[config.mk]
export PLATFORM = sky130hd
export DESIGN_NAME = jpeg_output_y_drain
export DESIGN_NICKNAME = d
export VERILOG_FILES = /design/src/rtl/jpeg_output_y_drain.sv
export SDC_FILE = /design/constraint.sdc
export NUM_CORES = 1
export LEC_CHECK = 0
export CORE_ASPECT_RATIO = 1.5
export CORE_UTILIZATION = 44
export CTS_CLUSTER_DIAMETER = 150
export DETAILED_ROUTE_END_ITERATION = 10
export PLACE_DENSITY = 0.76
export SLEW_MARGIN = 20
export SYNTH_ARGS = -nofsm -noshare
export SYNTH_HDL_FRONTEND = slang
export SYNTH_SLANG_ARGS = --single-unit
[constraint.sdc]
create_clock -name clk_i -period 1.9 [get_ports clk_i]
set_input_delay 0.285 -clock clk_i [delete_from_list [all_inputs] [get_ports clk_i]]
set_output_delay 0.285 -clock clk_i [all_outputs]
set_load 0.01 [all_outputs]
[src/rtl/jpeg_output_y_drain.sv]
// Drains the Y output RAM in 64-word blocks grouped into MCUs and re-presents the words
// through a 2-entry registered FIFO as a back-pressured stream, flagging the last word of each MCU.
module jpeg_output_y_drain #(
   parameter bit WAIT_FULL_BLOCK = 1'b1,
   parameter int MCU_CNT_W       = 16
) (
   input  logic                 clk_i,
   input  logic                 rst_ni,
   input  logic                 flush_i,
   input  logic [2:0]           blocks_per_mcu_i,
   input  logic [31:0]          ram_data_i,
   input  logic                 ram_valid_i,
   input  logic [31:0]          ram_level_i,
   output logic                 ram_pop_o,
   output logic                 outport_valid_o,
   output logic [31:0]          outport_data_o,
   output logic                 outport_last_o,
   input  logic                 outport_accept_i,
   output logic                 mcu_done_o,
   output logic [MCU_CNT_W-1:0] mcu_count_o,
   output logic                 idle_o
);

   typedef enum logic [1:0] {S_WAIT, S_STREAM, S_DRAIN} state_t;

   state_t               state_reg;
   logic [5:0]           word_cnt_reg;
   logic [2:0]           blk_cnt_reg;
   logic [2:0]           bpm_reg;
   logic [MCU_CNT_W-1:0] mcu_cnt_reg;
   logic [32:0]          fifo_mem_reg [2];
   logic                 wr_ptr_reg;
   logic                 rd_ptr_reg;
   logic [1:0]           fifo_cnt_reg;

   logic [2:0] bpm_eff;
   logic       start_ok;
   logic       push;
   logic       pop_out;
   logic       blk_end;
   logic       mcu_end;
   logic       word_last;

   always_comb begin
      bpm_eff = blocks_per_mcu_i;
      if (blocks_per_mcu_i == 3'd0) begin
         bpm_eff = 3'd1;
      end else if (blocks_per_mcu_i > 3'd4) begin
         bpm_eff = 3'd4;
      end
   end

   assign start_ok        = WAIT_FULL_BLOCK ? (ram_level_i >= 32'd64) : ram_valid_i;
   assign push            = (state_reg == S_STREAM) && ram_valid_i && (fifo_cnt_reg < 2'd2) && !flush_i;
   assign ram_pop_o       = push;
   assign outport_valid_o = (fifo_cnt_reg != 2'd0) && !flush_i;
   assign {outport_last_o, outport_data_o} = fifo_mem_reg[rd_ptr_reg];
   assign pop_out         = outport_valid_o && outport_accept_i;
   assign blk_end         = (word_cnt_reg == 6'd63);
   assign mcu_end         = (blk_cnt_reg == bpm_reg - 3'd1);
   assign word_last       = blk_end && mcu_end;
   // The MCU's final word can only sit in the FIFO once the FSM has moved to S_DRAIN.
   assign mcu_done_o      = (state_reg == S_DRAIN) && pop_out && outport_last_o;
   assign idle_o          = (state_reg == S_WAIT) && (fifo_cnt_reg == 2'd0);
   assign mcu_count_o     = mcu_cnt_reg;

   always_ff @(posedge clk_i or negedge rst_ni) begin
      if (!rst_ni) begin
         state_reg    <= S_WAIT;
         word_cnt_reg <= '0;
         blk_cnt_reg  <= '0;
         bpm_reg      <= 3'd1;
         mcu_cnt_reg  <= '0;
      end else if (flush_i) begin
         state_reg    <= S_WAIT;
         word_cnt_reg <= '0;
         blk_cnt_reg  <= '0;
         bpm_reg      <= 3'd1;
         mcu_cnt_reg  <= '0;
      end else begin
         case (state_reg)
            S_WAIT: begin
               // Block count is latched only at MCU start so mid-MCU changes are ignored.
               if (blk_cnt_reg == 3'd0) begin
                  bpm_reg <= bpm_eff;
               end
               if (start_ok) begin
                  state_reg <= S_STREAM;
               end
            end
            S_STREAM: begin
               if (push) begin
                  word_cnt_reg <= word_cnt_reg + 6'd1;
                  if (blk_end) begin
                     if (mcu_end) begin
                        blk_cnt_reg <= '0;
                        state_reg   <= S_DRAIN;
                     end else begin
                        blk_cnt_reg <= blk_cnt_reg + 3'd1;
                        state_reg   <= S_WAIT;
                     end
                  end
               end
            end
            S_DRAIN: begin
               if (mcu_done_o) begin
                  mcu_cnt_reg <= mcu_cnt_reg + 1'b1;
                  state_reg   <= S_WAIT;
               end
            end
            default: state_reg <= S_WAIT;
         endcase
      end
   end

   always_ff @(posedge clk_i or negedge rst_ni) begin
      if (!rst_ni) begin
         fifo_mem_reg[0] <= '0;
         fifo_mem_reg[1] <= '0;
         wr_ptr_reg      <= 1'b0;
         rd_ptr_reg      <= 1'b0;
         fifo_cnt_reg    <= '0;
      end else if (flush_i) begin
         wr_ptr_reg      <= 1'b0;
         rd_ptr_reg      <= 1'b0;
         fifo_cnt_reg    <= '0;
      end else begin
         if (push) begin
            fifo_mem_reg[wr_ptr_reg] <= {word_last, ram_data_i};
            wr_ptr_reg               <= ~wr_ptr_reg;
         end
         if (pop_out) begin
            rd_ptr_reg <= ~rd_ptr_reg;
         end
         case ({push, pop_out})
            2'b10:   fifo_cnt_reg <= fifo_cnt_reg + 2'd1;
            2'b01:   fifo_cnt_reg <= fifo_cnt_reg - 2'd1;
            default: fifo_cnt_reg <= fifo_cnt_reg;
         endcase
      end
   end

endmodule

==> run metrics, run 1 <==
status finished, final reports clean; max reg flops 66; H-tree depth 3; first-pass GRT wire length 17300 um; Pleak 3.06 nW; CP dominant cell by count buf_6; critical path's slowest cell dfrtp_2; site row count 45; CP delay by family, top buffers and inverters; WS Path Type reg2reg; share of cells above drive strength 1 37.1%; Cells after Synth 374; max-slew violation count 0; Die Footprint 11100 um^2; Clock Sink Count 100; Mean Syn Cell Area 12.6 um^2; Switch Pwr 1.42 mW; initial antenna violation count 0; R2R setup slack 0.007 ns; clk buf depth 2; unique cell type count in the Yosys netlist 45; register share of total power 46.5%; critical path arrival 2.11 ns; DPL Wire Length 7580 um; Overall Global Routing Usage 20.0%; crit-path cells nand3b_1, buf_6, nor4_4, buf_6, buf_6, buf_8, mux2_4; Max-Cap Viols 0; fin crit period 1.89 ns; crit-path max FO 6; clock share of power 30.5%; RD Place Congestion 0.771; R2R Path Start fifo_cnt_reg[1]; Filler cells 797; total core area 10200 um^2; RSZ-0062 raised after global routing yes; DRT Pass-1 Iters 4; Seq/Total Area, Yosys 53.1%; Crit path required time 2.12 ns; I/O Buffers 118; startpoint class of the critical path flop; clock skew 0.00805 ns; synthesis-stage register bit count 100; Max transition margin 62.9%; reg2reg path depth 7; Comb pwr share 23.0%; critical path capture point type flop; Post-Layout Cell Count 678; die width 86.5 um; internal power 4.27 mW; CP bufs+invs 4; Via Count 3609; min-delay worst type in2async; gr ovfl total 0; Initial Util 46.0%; post-synthesis net count 451; CTS tree built; Area contributors post-synth dfrtp_1, mux2_2, nor2_1; # IOs 125; FF/Latch Area 2510 um^2; vias per cell 5.32; clk_lat worst skew 0.34 ns; Synth async-reset ratio 100%; cell taking the most area after synthesis dfrtp_1; average wire per standard cell 17.0 um; Syn. warnings 0; CTS buffer count 9; number of flops mapped to enable cells by yosys 0; drt total wl 11500 um; Core Util, Final 66.7%; Mapped Area 4720 um^2; crit-path max cell delay 0.44 ns; Slew @ Worst Pin 0.557 ns; vias in the first global route 3813; Tcrit/Tclk final 99.6%; post-synth top area share 52.5%; Final Hold Fails 0; Switching Share 24.9%; Clock Tree Root clkbuf_16; VDD IR max 535 uV; DRC viols 0; PwrDens 832 nW/um^2; cell total after placement 642; CTS clk-pin slew, worst paths 0.07 ns; DRT antenna net count 0; final setup TNS 0 ns; area occupied by multi-input gates 2190 um^2; P&R area growth vs syn 44.9%; Reg-to-Reg End fifo_mem_reg[47]; largest net degree at the start of global routing 49; Most used DFF post-synth dfrtp_1; drt first-iter violations 183; # diodes 0; Die Y 129 um; Finish-stage setup viols 0; synth cell count leaders dfrtp_1, mux2_2, nor2_1, a21oi_1, nand2_1; fmax 528 MHz; Nets 609
## routing by layer
layer  vias up  GRT usage [%]  wire, um
met5         -              0         0
li1       1675              -         -
met2       107           37.9      6220
met4         0           6.57       122
met3         8           4.23       616
met1      1819           21.9      4580
## metrics by stage
step	setup slack, ns	hold WS, ns	instance area [um^2]	power, mW
3_3_place_gp	-0.204	0.301	6250	3.93
5_1_grt	-0.0725	0.517	6840	5.94
6_report	0.00726	0.470	6840	5.69
4_1_cts	-0.210	0.487	6580	5.68
3_5_place_dp	-0.241	0.303	6250	4.00
2_1_floorplan	0.0493	-0.0106	4720	3.30
## repair_timing
item,4_1_cts,5_1_grt
cloned,1,7
setup endpoints to repair,38,55
resized for setup,69,62
hold buffers,1,0
buffers inserted,1,10
pin swaps,0,1
endpoints found under the hold margin,36,0
## worst register-to-register path: cells and delay by family, from the launching register on
kind                   cells  cell delay (ns)
buffers and inverters      4             0.57
and+or+nand+nor            2             0.46
muxes                      1             0.30
DFF                        1             0.44
## kinds of logic (layout without fill, tap and decap cells)
family / count (synthesis) / count (layout) / synth area share (%)
muxes: 102 / 102 / 24.3
DFF: 100 / 100 / 53.1
and+or+nand+nor: 93 / 93 / 11.7
AOI/OAI and AO/OA: 36 / 36 / 4.91
buffers and inverters: 28 / 191 / 2.49
xor gates and xnor gates: 10 / 10 / 2.15
adders and majority gates: 5 / 5 / 1.33
## power by group through the flow
stage          Sequential [mW]  Clock [mW]  Combinational (mW)
3_5_place_dp              2.68           0                1.32
6_report                  2.65        1.73                1.31
2_1_floorplan             2.62           0               0.674
4_1_cts                   2.64        1.77                1.27
3_3_place_gp              2.65           0                1.28
5_1_grt                   2.69        1.84                1.41
## layout make-up
class                   instances  share of cell area, %
repair buffers                166                   24.1
well taps                     141                   2.58
clock inverters                 3                  0.311
flip-flops and latches        100                   36.7
clock buffers                  13                   3.81
inverters                       9                  0.494
multi-input cells             246                   32.0
## placed cells by master (no fill, tap or decap), types with 3 or more instances in the layout
cell,synthesis,final
buf_12,0,4
buf_6,0,5
mux2_2,99,80
clkbuf_2,0,19
nand3_1,8,8
and3_1,3,3
buf_8,0,3
or4_1,9,9
dfrtp_1,99,95
clkdlybuf4s15_2,0,6
a21oi_1,14,13
dfrtp_2,0,4
dlymetal6s2s_1,0,7
nand2_1,13,13
buf_4,0,31
clkdlybuf4s50_1,0,80
nor2_1,19,18
nand4_1,7,7
mux2_4,0,20
inv_1,9,9
o31ai_1,9,9
ha_1,5,5
xor2_1,7,7
dlygate4sd2_1,0,3
nor2b_1,5,5
nand3b_1,5,5
nor4_1,8,8
clkbuf_16,0,14
o21ai_0,4,4
## how the worst max path moves through the flow
stage                                from               end  slack [ns]  depth (start not counted)
final                     fifo_cnt_reg[1]  fifo_mem_reg[47]       0.007                          7
after global placement            flush_i         ram_pop_o       -0.20                          4
after global routing      fifo_cnt_reg[1]  fifo_mem_reg[47]       -0.07                          7
after floorplan                bpm_reg[0]    blk_cnt_reg[1]        0.05                          6
after detailed placement          flush_i   mcu_count_o[10]       -0.24                          6
after CTS                      rd_ptr_reg        mcu_done_o       -0.21                          4
No activity file was read; power rests on OpenSTA's default activity.
==> run 2: changes to the inputs <==
- TNS_END_PERCENT: unset -> 20
==> run 2 against run 1 <==
Effect of this change: the run now ends with setup timing left; total power shrank 1.2%; critical path depth shrank 3; sequential share of layout area grew 0.91 points; combinational power shrank 5%; largest cell class unchanged; register-to-register slack is essentially flat; via count shrank 1.5%; clock skew shrank 0.0012 ns; non-clock buffer count shrank 6; critical endpoint is now outport_data_o[11]; cell count shrank 0.88%; worst hold slack lost 0.0039 ns; cell area shrank 2.4%.
==> run metrics, run 2 (synthesized netlist as in run 1, its figures left out) <==
status finished with violations; failing checks setup timing; CP startpoint rd_ptr_reg; Clock Tree Root clkbuf_16; R2R setup slack 0.01 ns; worst setup margin -0.0597 ns; Nets 603; WS Path Type reg2out; clock skew 0.00686 ns; share of cells above drive strength 1 36.7%; min-delay worst type in2async; Max-Cap Viols 0; # diodes 0; Initial Util 46.0%; critical path arrival 1.67 ns; Final Hold Fails 0; CTS tree built; CTS buffer count 9; Max transition margin 63.1%; Via Count 3556; gr ovfl total 0; max-slew violation count 0; first-pass GRT wire length 17300 um; I/O Buffers 118; DRT Pass-1 Iters 4; site row count 45; PwrDens 842 nW/um^2; DPL Wire Length 7580 um; fmax 510 MHz; clk_lat worst skew 0.34 ns; M1 GR Usage 21.8%; busiest grt layer met2; Reg-to-Reg End fifo_mem_reg[33]; CTS clk-pin slew, worst paths 0.07 ns; drt total wl 11100 um; drt first-iter violations 143; final setup TNS -0.0597 ns; RSZ-0062 raised after global routing yes; RD Place Congestion 0.771; Pleak 3.01 nW; Tcrit/Tclk final 103%; most frequent cells in the layout dfrtp_1, mux2_2, clkdlybuf4s50_1; max reg flops 66; die width 86.5 um; met3 usage 4.23%; DRC viols 0; total core area 10200 um^2; Crit path required time 1.62 ns; crit-path max FO 21; CP endpoint outport_data_o[11]; P&R area growth vs syn 41.4%; reg2reg path depth 6; largest net degree at the start of global routing 49; H-tree depth 3; vias per cell 5.29; DRT antenna net count 0; # IOs 125; Die Y 129 um; Overall Global Routing Usage 20.0%; dpl ws -0.241 ns; met2 track demand over resource 37.8%; VDD IR max 524 uV; critical path capture point type primary output; startpoint class of the critical path flop; fin crit period 1.96 ns; Die Footprint 11100 um^2; average wire per standard cell 16.6 um; Slew @ Worst Pin 0.554 ns; vias in the first global route 3807; commonest non-fill, non-tap cell in the layout dfrtp_1; clk buf depth 2; Finish-stage setup viols 1; Clock Sink Count 100; R2R Path Start fifo_cnt_reg[1]; initial antenna violation count 0
## run 2: cell type report
class | instances | area (um^2)
Inverter | 9 | 33.8
Sequential cell | 100 | 2510
Timing Repair Buffer | 160 | 1490
Clock buffer | 13 | 260
Fill cell | 809 | 3580
Multi-Input combinational cell | 246 | 2180
Tap cell | 141 | 176
Clock inverter | 3 | 21.3
## run 2: how the worst min path moves through the flow
stage / start / endpoint / slack (ns) / cells past startpoint
final: rst_ni / mcu_count_o[13] / 0.47 / 2
after global routing: flush_i / bpm_reg[1] / 0.49 / 3
after CTS: rst_ni / mcu_count_o[11] / 0.49 / 2
after detailed placement: rst_ni / mcu_count_o[11] / 0.30 / 1
after global placement: rst_ni / mcu_count_o[13] / 0.30 / 1
after floorplan: rst_ni / blk_cnt_reg[0] / -0.01 / 0
## run 2: per-layer routing
layer | vias to the layer above | wire length [um]
met5 | - | 0
met4 | 0 | 131
met3 | 8 | 699
met2 | 105 | 5890
met1 | 1781 | 4410
li1 | 1662 | -
## run 2: repair_timing
action | CTS | global route
hold endpoints to repair | 36 | 0
buffers inserted | 0 | 9
cloned | 1 | 3
hold buffers | 1 | 0
resized for setup | 53 | 75
pin swaps | 0 | 2
setup endpoints to repair | 38 | 60
## run 2: through the flow
stage	std cells	power, mW	hold WS (ns)	cell area (um^2)	util (%)
after detailed placement	642	4.00	0.303	6250	61.0
after CTS	660	5.66	0.487	6560	64.0
after global routing	672	5.87	0.495	6670	65.1
after global placement	642	3.93	0.301	6250	61.0
final	672	5.62	0.467	6670	65.1
after floorplan	374	3.30	-0.0106	4720	-
## run 2: critical path: stages, from the launching register on
cell and delay [ns]:
dfrtp_2 0.42, buf_4 0.14, buf_12 0.17, mux2_2 0.36, clkdlybuf4s15_1 0.23
## run 2: power by group
| part | internal, mW | switching (mW) | leakage, nW |
|---|---|---|---|
| sequential | 2.48 | 0.170 | 1.27 |
| clock | 0.961 | 0.769 | 0.136 |
| combinational | 0.779 | 0.463 | 1.60 |
==> run 3: changes to the inputs <==
- CTS_BUF_LIST: unset -> sky130_fd_sc_hd__clkbuf_16
==> run 3 against run 2 <==
Effect of this change: the run still ends with setup timing left; worst hold slack better by 0.0020 ns; wire length is 0.57% lower; register-to-register slack hardly changed; die area stayed put; total power is 2.6% lower; critical path depth stayed put; global-route usage hardly changed; cell area is 0.92% lower; clock skew is 0.00066 ns lower; highest routed layer unchanged.
==> run metrics, run 3 (synthesized netlist as in run 1, its figures left out) <==
Overall Global Routing Usage 20.0%; startpoint class of the critical path flop; max-slew violation count 0; Core Util, Final 64.5%; Crit path required time 1.62 ns; total core area 10200 um^2; CTS tree built; Clock Sink Count 100; initial antenna violation count 0; Placed Area 6250 um^2; fin crit period 1.95 ns; # IOs 125; Pleak 2.97 nW; Slew @ Worst Pin 0.554 ns; Initial Util 46.0%; critical path capture point type primary output; Clock Tree Root clkbuf_16; most frequent cells in the layout dfrtp_1, mux2_2, clkdlybuf4s50_1; DRT Pass-1 Iters 4; H-tree depth 3; worst setup margin -0.0507 ns; crit-path max FO 21; largest net degree at the start of global routing 49; CTS buffer count 9; Nets 604; Tcrit/Tclk final 103%; average wire per standard cell 16.4 um; DPL Wire Length 7580 um; vias in the first global route 3807; WS Path Type reg2out; drt first-iter violations 176; DRC viols 0; max reg flops 66; Max transition margin 63.1%; RSZ-0062 raised after global routing yes; drt total wl 11100 um; Final Hold Fails 0; fmax 513 MHz; clk_lat worst skew 0.34 ns; Via Count 3567; vias per cell 5.30; die width 86.5 um; crit-path cells buf_4, buf_12, mux2_2, clkdlybuf4s15_1; min-delay worst type in2async; site row count 45; clk buf depth 2; P&R area growth vs syn 40.1%; # diodes 0; I/O Buffers 118; failing checks setup timing; Max-Cap Viols 0; commonest non-fill, non-tap cell in the layout dfrtp_1; Finish-stage setup viols 1; fin area 6610 um^2; crit-path max cell delay 0.42 ns; Die Footprint 11100 um^2; gr ovfl total 0; critical path's slowest cell dfrtp_2; CTS clk-pin slew, worst paths 0.07 ns; first-pass GRT wire length 17300 um; RD Place Congestion 0.771; PwrDens 828 nW/um^2; clock skew 0.00620 ns; share of cells above drive strength 1 36.1%; VDD IR max 522 uV; DRT antenna net count 0; critical path arrival 1.67 ns; Filler cells 821; Die Y 129 um; final setup TNS -0.0507 ns; status finished with violations
## run 3: changes by cell type in the layout (fill, tap and decap cells not counted)
cell      change
inv_1         +2
mux2_1        +2
clkbuf_1      -2
mux2_2       +11
mux2_4       -13
clkinv_1      +2
clkbuf_8      -2
buf_4         +1
## run 3: final timing paths
check,startpoint,to,slack [ns],depth (start not counted)
worst max register to register,fifo_cnt_reg[1],fifo_mem_reg[47],0.02,7
worst min register to register,fifo_mem_reg[61],fifo_mem_reg[61],0.50,1
max in group asynchronous,rst_ni,fifo_mem_reg[10],0.78,3
worst min-delay path,rst_ni,mcu_count_o[7],0.47,2
min in group clk_i,flush_i,bpm_reg[2],0.47,3
worst max-delay path,rd_ptr_reg,outport_data_o[11],-0.05,4
## run 3: report_power, final
group | leakage [nW] | switching (mW) | internal, mW
Sequential | 1.27 | 0.165 | 2.48
Clock | 0.133 | 0.758 | 0.869
Combinational | 1.57 | 0.459 | 0.742
## run 3: worst max-delay path, delay by kind of cell, from the launching register on
kind     cells  cell delay (ns)
flops        1             0.42
buf+inv      3             0.54
mux          1             0.36
## run 3: metal layers
layer  global-route usage [%]  routed length (um)  vias up
met5                        0                   0        -
met4                     6.57                 162        0
met3                     4.23                 739       10
met2                     37.9                5850      112
met1                     21.8                4320     1776
li1                         -                   -     1669
## run 3: timing repair
action | in CTS | in global routing
setup buffers | 0 | 10
hold buffers | 1 | 0
resized for setup | 53 | 62
setup endpoints to repair | 38 | 60
hold endpoints to repair | 36 | 0
pin swaps | 0 | 2
cloned | 1 | 3
## run 3: area by class of cell
class	count	area [um^2]	area share, %
Inverter	9	33.8	0.511
Timing Repair Buffer	161	1500	22.6
Clock inverter	7	36.3	0.549
Multi-Input combinational cell	246	2130	32.3
Tap cell	141	176	2.67
Clock buffer	9	225	3.41
Sequential cell	100	2510	38.0
## run 3: metrics by stage
step | hold slack, ns | worst slack (ns) | power (mW) | cells
final | 0.469 | -0.0507 | 5.47 | 673
after global routing | 0.495 | -0.107 | 5.73 | 673
after CTS | 0.487 | -0.222 | 5.57 | 660
after detailed placement | 0.303 | -0.241 | 4.00 | 642
after global placement | 0.301 | -0.204 | 3.93 | 642
after floorplan | -0.0106 | 0.0493 | 3.30 | 374
